$ cat src/rtl/cpu_phase_pkg.sv
// Shared 10-phase instruction-cycle definitions used by the branch-AND block and the PC update unit.
package cpu_phase_pkg;

  localparam int unsigned PHASES       = 10;
  localparam int unsigned AND_PHASE    = 4;
  localparam int unsigned SAMPLE_PHASE = 5;
  localparam int unsigned COMMIT_PHASE = 9;
  localparam int unsigned WIDTH        = 32;

  typedef logic [3:0] phase_t;

  function automatic phase_t phase_next(input phase_t p);
    if (p == phase_t'(PHASES - 1)) begin
      return 4'd0;
    end else begin
      return p + 4'd1;
    end
  endfunction

endpackage

$ cat src/rtl/phase_counter.sv
// Mod-10 phase counter; one instance per block keeps every consumer of the phase scheme aligned.
module phase_counter
  import cpu_phase_pkg::*;
(
  input  logic   clk_i,
  input  logic   rst_i,
  output phase_t phase_o
);

  phase_t phase_q;
  phase_t phase_d;

  // next phase, wrapping after the last phase of the instruction cycle
  always_comb begin
    phase_d = phase_next(phase_q);
  end

  // phase register
  always_ff @(posedge clk_i or posedge rst_i) begin
    if (rst_i) begin
      phase_q <= 4'd0;
    end else begin
      phase_q <= phase_d;
    end
  end

  assign phase_o = phase_q;

endmodule

$ cat src/rtl/pc_branch_unit.sv
// PC update unit: samples the branch decision and target, commits sequential PC or target once per cycle.
// Optional feature macro BRANCH_STATS_EN adds a saturating taken-branch counter (taken_count).
module pc_branch_unit #(
  parameter int unsigned       WIDTH        = cpu_phase_pkg::WIDTH,
  parameter logic [WIDTH-1:0]  RESET_PC     = {WIDTH{1'b0}},
  parameter int unsigned       SAMPLE_PHASE = cpu_phase_pkg::SAMPLE_PHASE,
  parameter int unsigned       COMMIT_PHASE = cpu_phase_pkg::COMMIT_PHASE
) (
  input  logic             clock,
  input  logic             reset,
  input  logic             pc_src,
  input  logic [WIDTH-1:0] imm,
  input  logic             hold,
  output logic [WIDTH-1:0] pc,
  output logic             pc_updated,
  output logic             branch_taken,
  output logic             misaligned
`ifdef BRANCH_STATS_EN
  ,
  output logic [15:0]      taken_count
`endif
);

  import cpu_phase_pkg::*;

  localparam phase_t           SAMPLE_P = phase_t'(SAMPLE_PHASE);
  localparam phase_t           COMMIT_P = phase_t'(COMMIT_PHASE);
  localparam logic [WIDTH-1:0] PC_STEP  = WIDTH'(32'd4);

  phase_t           cont_s;
  logic             sample_s;
  logic             commit_s;
  logic             take_target_s;

  logic [WIDTH-1:0] pc_q,     pc_d;
  logic [WIDTH-1:0] target_q, target_d;
  logic             taken_q,  taken_d;
  logic             mis_q,    mis_d;
  logic             upd_q,    upd_d;

  phase_counter u_phase (
    .clk_i   (clock),
    .rst_i   (reset),
    .phase_o (cont_s)
  );

  assign sample_s      = (cont_s == SAMPLE_P);
  assign commit_s      = (cont_s == COMMIT_P) && !hold;
  assign take_target_s = taken_q && (target_q[1:0] == 2'b00);

  // sample/commit next-state logic
  always_comb begin
    pc_d     = pc_q;
    target_d = target_q;
    taken_d  = taken_q;
    mis_d    = mis_q;
    upd_d    = 1'b0;
    if (sample_s) begin
      taken_d  = pc_src;
      target_d = pc_q + imm;
    end else begin
      taken_d  = taken_q;
      target_d = target_q;
    end
    // a misaligned taken target falls back to the sequential PC and raises the sticky flag
    if (commit_s) begin
      upd_d = 1'b1;
      if (take_target_s) begin
        pc_d = target_q;
      end else begin
        pc_d = pc_q + PC_STEP;
        if (taken_q) begin
          mis_d = 1'b1;
        end else begin
          mis_d = mis_q;
        end
      end
    end else begin
      pc_d = pc_q;
    end
  end

  // architectural state registers
  always_ff @(posedge clock or posedge reset) begin
    if (reset) begin
      pc_q     <= RESET_PC;
      target_q <= {WIDTH{1'b0}};
      taken_q  <= 1'b0;
      mis_q    <= 1'b0;
      upd_q    <= 1'b0;
    end else begin
      pc_q     <= pc_d;
      target_q <= target_d;
      taken_q  <= taken_d;
      mis_q    <= mis_d;
      upd_q    <= upd_d;
    end
  end

  assign pc           = pc_q;
  assign pc_updated   = upd_q;
  assign branch_taken = taken_q;
  assign misaligned   = mis_q;

`ifdef BRANCH_STATS_EN
  logic [15:0] count_q, count_d;

  // saturating count of committed, aligned taken branches
  always_comb begin
    count_d = count_q;
    if (commit_s && take_target_s && (count_q != 16'hFFFF)) begin
      count_d = count_q + 16'd1;
    end else begin
      count_d = count_q;
    end
  end

  // statistics register
  always_ff @(posedge clock or posedge reset) begin
    if (reset) begin
      count_q <= 16'd0;
    end else begin
      count_q <= count_d;
    end
  end

  assign taken_count = count_q;
`endif

endmodule

$ cat config.mk
export PLATFORM = sky130hd
export DESIGN_NAME = pc_branch_unit
export DESIGN_NICKNAME = d
export VERILOG_FILES = /design/src/rtl/cpu_phase_pkg.sv /design/src/rtl/phase_counter.sv /design/src/rtl/pc_branch_unit.sv
export SDC_FILE = /design/constraint.sdc
export NUM_CORES = 1
export LEC_CHECK = 0
export ABC_CLOCK_PERIOD_IN_PS = 4200
export CAP_MARGIN = 20
export CORE_UTILIZATION = 40
export CTS_CLUSTER_SIZE = 24
export DETAILED_ROUTE_END_ITERATION = 16
export GPL_ROUTABILITY_DRIVEN = 0
export SLEW_MARGIN = 5
export SYNTH_ARGS = -nofsm -noshare
export SYNTH_HDL_FRONTEND = slang
export SYNTH_SLANG_ARGS = --single-unit
$ cat constraint.sdc
create_clock -name clock -period 4.2 [get_ports clock]
set_input_delay 0.63 -clock clock [delete_from_list [all_inputs] [get_ports clock]]
set_output_delay 0.63 -clock clock [all_outputs]
set_load 0.005 [all_outputs]
== Word-level counts from Yosys, hierarchy flattened ==
Index checks and enable logic that the tools add are counted.
Widths: inputs -> output; s select.

* Register bits after elaboration: 71
* Bits in latches: 0
* RAM bits: 0
* Bits in read-only memories: 0
* Input port bits: 36
* Output and inout bits: 35
* Logic and storage cells: 20
* Memories kept: 0

* $add $sub $neg: 3
* $mul: 0
* Div/mod/pow operators: 0
* $lt $le $gt $ge: 0
* Equal/unequal tests: 2
* Shift-type cells: 0
* Multiplexer cells: 3
* Bitwise gates (word level): 1
* Reduce and logical (&&, ||, !) cells: 5

{| class="wikitable"
|+ Operators by type and width
! operator !! count
|-
| $add 32x3->32 const B || 1
|-
| $add 32x32->32 || 1
|-
| $mux 32 || 1
|-
| $add 4x1->4 const B || 1
|-
| $eq 4x3->1 const B || 1
|-
| $eq 4x4->1 const B || 1
|-
| $mux 4 || 1
|-
| $reduce_and 3->1 || 1
|-
| $logic_and 1x1->1 || 2
|-
| $logic_not 2->1 || 1
|-
| $logic_not 1->1 || 1
|-
| $mux 1 || 1
|-
| $not 1->1 || 1
|}

== Logic depth before layout (Yosys ltp) ==
* Depth in word-level cells: 4
* Depth in mapped cells: 10
* Mapped depth without buffers: 10

== Cells and area by module ==
A second synthesis with hierarchy kept.

* Cell total of the unflattened synthesis: 626
* Area total of the unflattened synthesis: 5,001.0 um^2

{| class="wikitable"
|+ By module, submodules not included
! module !! instances !! cells an instance !! area each (um^2) !! sequential area each (um^2)
|-
| pc_branch_unit || 1 || 610 || 4,832.1 || 1,676.6
|-
| phase_counter || 1 || 16 || 168.9 || 100.1
|}

== Least setup slack after synthesis ==
Ideal clock, no wire load.

* Path type: in2reg
* Start: in imm[0]
* End: reg target_q[28]
* Library setup time: 0.096 ns
* Arrival: 2.684 ns
* Data required time: 4.104 ns
* Slack: 1.420 ns
* Stages: 10
* Path buffers: 0
* Path through: ha_1 > fa_1 > a21o_1 > a31o_2 > a21boi_1 > o21ai_1 > a31oi_2 > nor4_1 > o21a_1 > o31ai_1

* Longest elaborated chain between the ends: 1

{| class="wikitable"
|+ Ends and longest elaborated chain
! item !! line !! text
|-
| start: declaration || pc_branch_unit.sv:12 || <nowiki>input logic [WIDTH-1:0] imm,</nowiki>
|-
| $add 32x32->32 || pc_branch_unit.sv:60 || <nowiki>target_d = pc_q + imm;</nowiki>
|-
| end signal: assignment || pc_branch_unit.sv:87 || <nowiki>target_q <= {WIDTH{1'b0}};</nowiki>
|-
| end signal: assignment || pc_branch_unit.sv:93 || <nowiki>target_q <= target_d;</nowiki>
|-
| end: declaration || pc_branch_unit.sv:36 || <nowiki>logic [WIDTH-1:0] target_q, target_d;</nowiki>
|}

Every way passes these cells.
A chain may end at the register's enable or synchronous reset.

== Worst setup path after layout ==
Ends and elaborated chain as after synthesis.

==> impl_metrics.yaml <==
worst_setup_path:
  r2r_start: "pc[2]"
  r2r-end: "pc[30]"
  worstSetupStartpointType: "input port"
  max_stage_delay_ns: 0.41
  rrSetupSlack_ns: 1.18
  crit_chain: "clkdlybuf4s50_1 -> ha_1 -> fa_1 -> a21o_1 -> a31o_2 -> a21boi_1 -> o21ai_1 -> a31oi_2 -> nor4_1 -> o21a_1 -> o31ai_1"
  crit_required_ns: 4.45
  crit_fanout: 3
  crit_arrival_ns: 3.29
  worst-r2r-cell-count: 9
  critical_path_class: "input port to flop"
  cpMaxStageDelayCell: "fa_1"
  path_delay_family: "compound AO/OA/AOI/OAI gates"
  crit_buf_inv: 1
  end_kind: "flop"
global_routing:
  overflow: 0
  grt_pass1_wl_um: 23410
  groute.usage.overall_pct: 22.94
  antenna_found_initial: 0
  grt_pass1_vias: 4649
  grt_start_max_net_pins: 55
clocking:
  postCtsSetupRepairBufs: 0
  cts_buffers: 9
  cts_tree: "built"
  htreeDepth: 3
  cts.sinks: 71
  clk_path_buf_depth: 2
  worstSkewPairLatency_ns: 0.34
  clkTransAtPathRegs_ns: 0.06
  ctsHoldBuffers: 0
  root_buffer: "clkbuf_16"
  ctsResizeCount: 0
finish:
  fillCellCount: 1197
  nNetsFinal: 738
  final_cell_mix: "88 x nand2_1, 88 x a21oi_1, 71 x dfrtp_1"
  postLayoutCoreUtil_pct: 50.39
  drive_gt1_share_pct: 5.638
  diodes: 0
  area_delta_synth_final_pct: 21.52
route:
  drt_iter0_drc: 369
  drc: 0
  wirelength_um: 14300
  route.vias.total: 4751
  wl_per_cell_um: 16.98
  drt-pass1-iter-count: 5
  drt-vias-per-instance: 5.643
  ant_nets: 0
yosys:
  synth.area.top_cells: "dfrtp_1 35%, a21oi_1 8.8%, ha_1 8.0%, nand2_1 6.6%, o21ai_0 6.0%"
  ys_async_sr_fraction_pct: 100.0
  ys_warn_count: 0
  yosys_most_used_dff: "dfrtp_1"
  synth-edff-count: 0
  yosysUniqueCellTypes: 69
  syn_area_mm2: 0.005022
  syn_inst: 611
  synthesis.area_per_instance_um2: 8.220
  synth_top_area_cell: "dfrtp_1"
  syn_nets: 680
  ys_seq_area_share_pct: 35.38
  ys_ff_latch: 71
  synth_top_area_share_pct: 35.38
run:
  maxCapViolCount: 0
timing:
  min_period_ns: 3.036
  min_period_over_period_pct: 72.29
  fin_skew_ns: 0.006570
  rsz0062_at_grt: "no"
  tightest_slew_ns: 1.132
  hold_violations: 0
  setup_viol: 0
  max-slew-margin-rel_pct: 24.52
  fmax_mhz: 329.4
  slew_viol_final: 0
  fin_setup_tns_ns: 0
hold_path:
  min_path_type: "flop to flop"
  hp-start: "target_q[22]"
  whs_endpoint: "target_q[22]"
  min_delay_path_depth: 2
power_and_ir_drop:
  switching_share_pct: 34.03
  pwr-share-seq_pct: 36.8
  switching_power_uw: 914.8
  peakVddDrop_v: 0.0001807
  cell_internal_pwr_mw: 1.773
  comb_power_share_pct: 32.7
  clockPowerShare_pct: 30.6
  p_leak_nw: 2.663
  power_density_mw_per_mm2: 440.4
die:
  die-width_um: 114.1
  row_count: 40
  core_mm2: 0.01211
  pin_count: 71
  fp.dieH_um: 114.1
  dieArea_mm2: 0.01301
  initial_core_util_pct: 41.47
place:
  io_buffers: 70
  hpwl_um: 10140
outcome:
  status: "completed"
per-stage QoR:
stage / hold WS, ns / worst slack, ns / cells / power [mW] / area [µm²]
finish: 0.4709 / 1.164 / 842 / 2.688 / 6103
global route: 0.5013 / 0.9060 / 842 / 2.851 / 6103
CTS: 0.4778 / 1.162 / 842 / 2.696 / 6103
detailed placement: 0.4650 / 0.8139 / 826 / 1.863 / 5797
global placement: 0.4634 / 0.8549 / 826 / 1.852 / 5797
floorplan: 0.4438 / 1.420 / 611 / 1.578 / 5022
synthesized netlist by cell type (2+ instances only):
library cell	number
a211o_1	2
a21boi_0	2
o21ai_0	60
o21bai_1	4
nor2_1	48
or3_1	2
o21ai_1	8
clkbuf_8	4
and3_1	6
o22ai_1	12
a31o_2	2
a31oi_1	5
nand3_1	30
nand4_1	8
nor3_1	5
nand2b_1	2
nor2b_1	2
a21oi_1	88
xor2_1	15
and2_1	3
nand2_1	88
nor3b_1	4
a211oi_1	2
and4_1	3
a21o_1	15
and2_2	2
clkbuf_1	19
o211ai_1	3
inv_1	11
o21a_1	2
xnor2_1	15
ha_1	32
dfrtp_1	71
worst max-delay path by stage:
stage	depth (start not counted)	end	startpoint
after CTS	11	target_q[28]	imm[0]
after global placement	11	target_q[28]	imm[0]
after detailed placement	11	target_q[28]	imm[0]
after floorplan	10	target_q[28]	imm[0]
final	11	target_q[28]	imm[0]
after global routing	11	target_q[28]	imm[0]
registers in the layout (all words and copies together) (netlist names):
register and cells:
pc_updated 1, u_phase.phase_o 4, branch_taken 1, target_q 32, misaligned 1, pc 32
power by group through the flow:
stage	clock network [mW]	logic (mW)	registers (mW)
after floorplan	0	0.621	0.957
after global placement	0	0.859	0.992
after detailed placement	0	0.868	0.995
after CTS	0.834	0.875	0.986
after global routing	0.860	0.979	1.01
final	0.821	0.878	0.988
layer usage:
layer	share of wire (%)	GRT usage [%]	vias to the layer above
met1	47	32.10	2239
met4	2.3	10.65	0
met3	4.8	2.700	27
li1	-	-	2328
met2	45	35.43	157
met5	0	0	-
logic make-up (layout without fill, tap and decap cells):
family | after synthesis | in the layout | synth area share (%)
compound gates | 223 | 223 | 26.48
simple gates | 212 | 212 | 19.83
flops | 71 | 71 | 35.38
buf+inv | 41 | 104 | 4.509
fa+ha+maj | 33 | 33 | 8.371
xor+xnor | 30 | 30 | 5.232
mux | 1 | 1 | 0.1993
worst reg2reg max path, stage by stage, from the launching register on:
cell     delay [ns]
dfrtp_1        0.47
ha_1           0.25
and3_1         0.23
nand3_1        0.33
nor3_2         0.47
nand2_1        0.23
or3_1          0.50
nor3b_1        0.24
a21oi_1        0.06
o21ai_1        0.15
area by class of cell:
type / instances / area, µm² / share of cell area, %
multi-input cells: 499 / 3019 / 49.47
flip-flops and latches: 71 / 1777 / 29.11
clock inverters: 4 / 70.07 / 1.148
inverters: 12 / 45.04 / 0.7380
well taps: 168 / 210.2 / 3.444
clock buffers: 12 / 236.5 / 3.875
repair buffers: 76 / 745.7 / 12.22
Note: power is estimated with default switching activity, not from simulation.
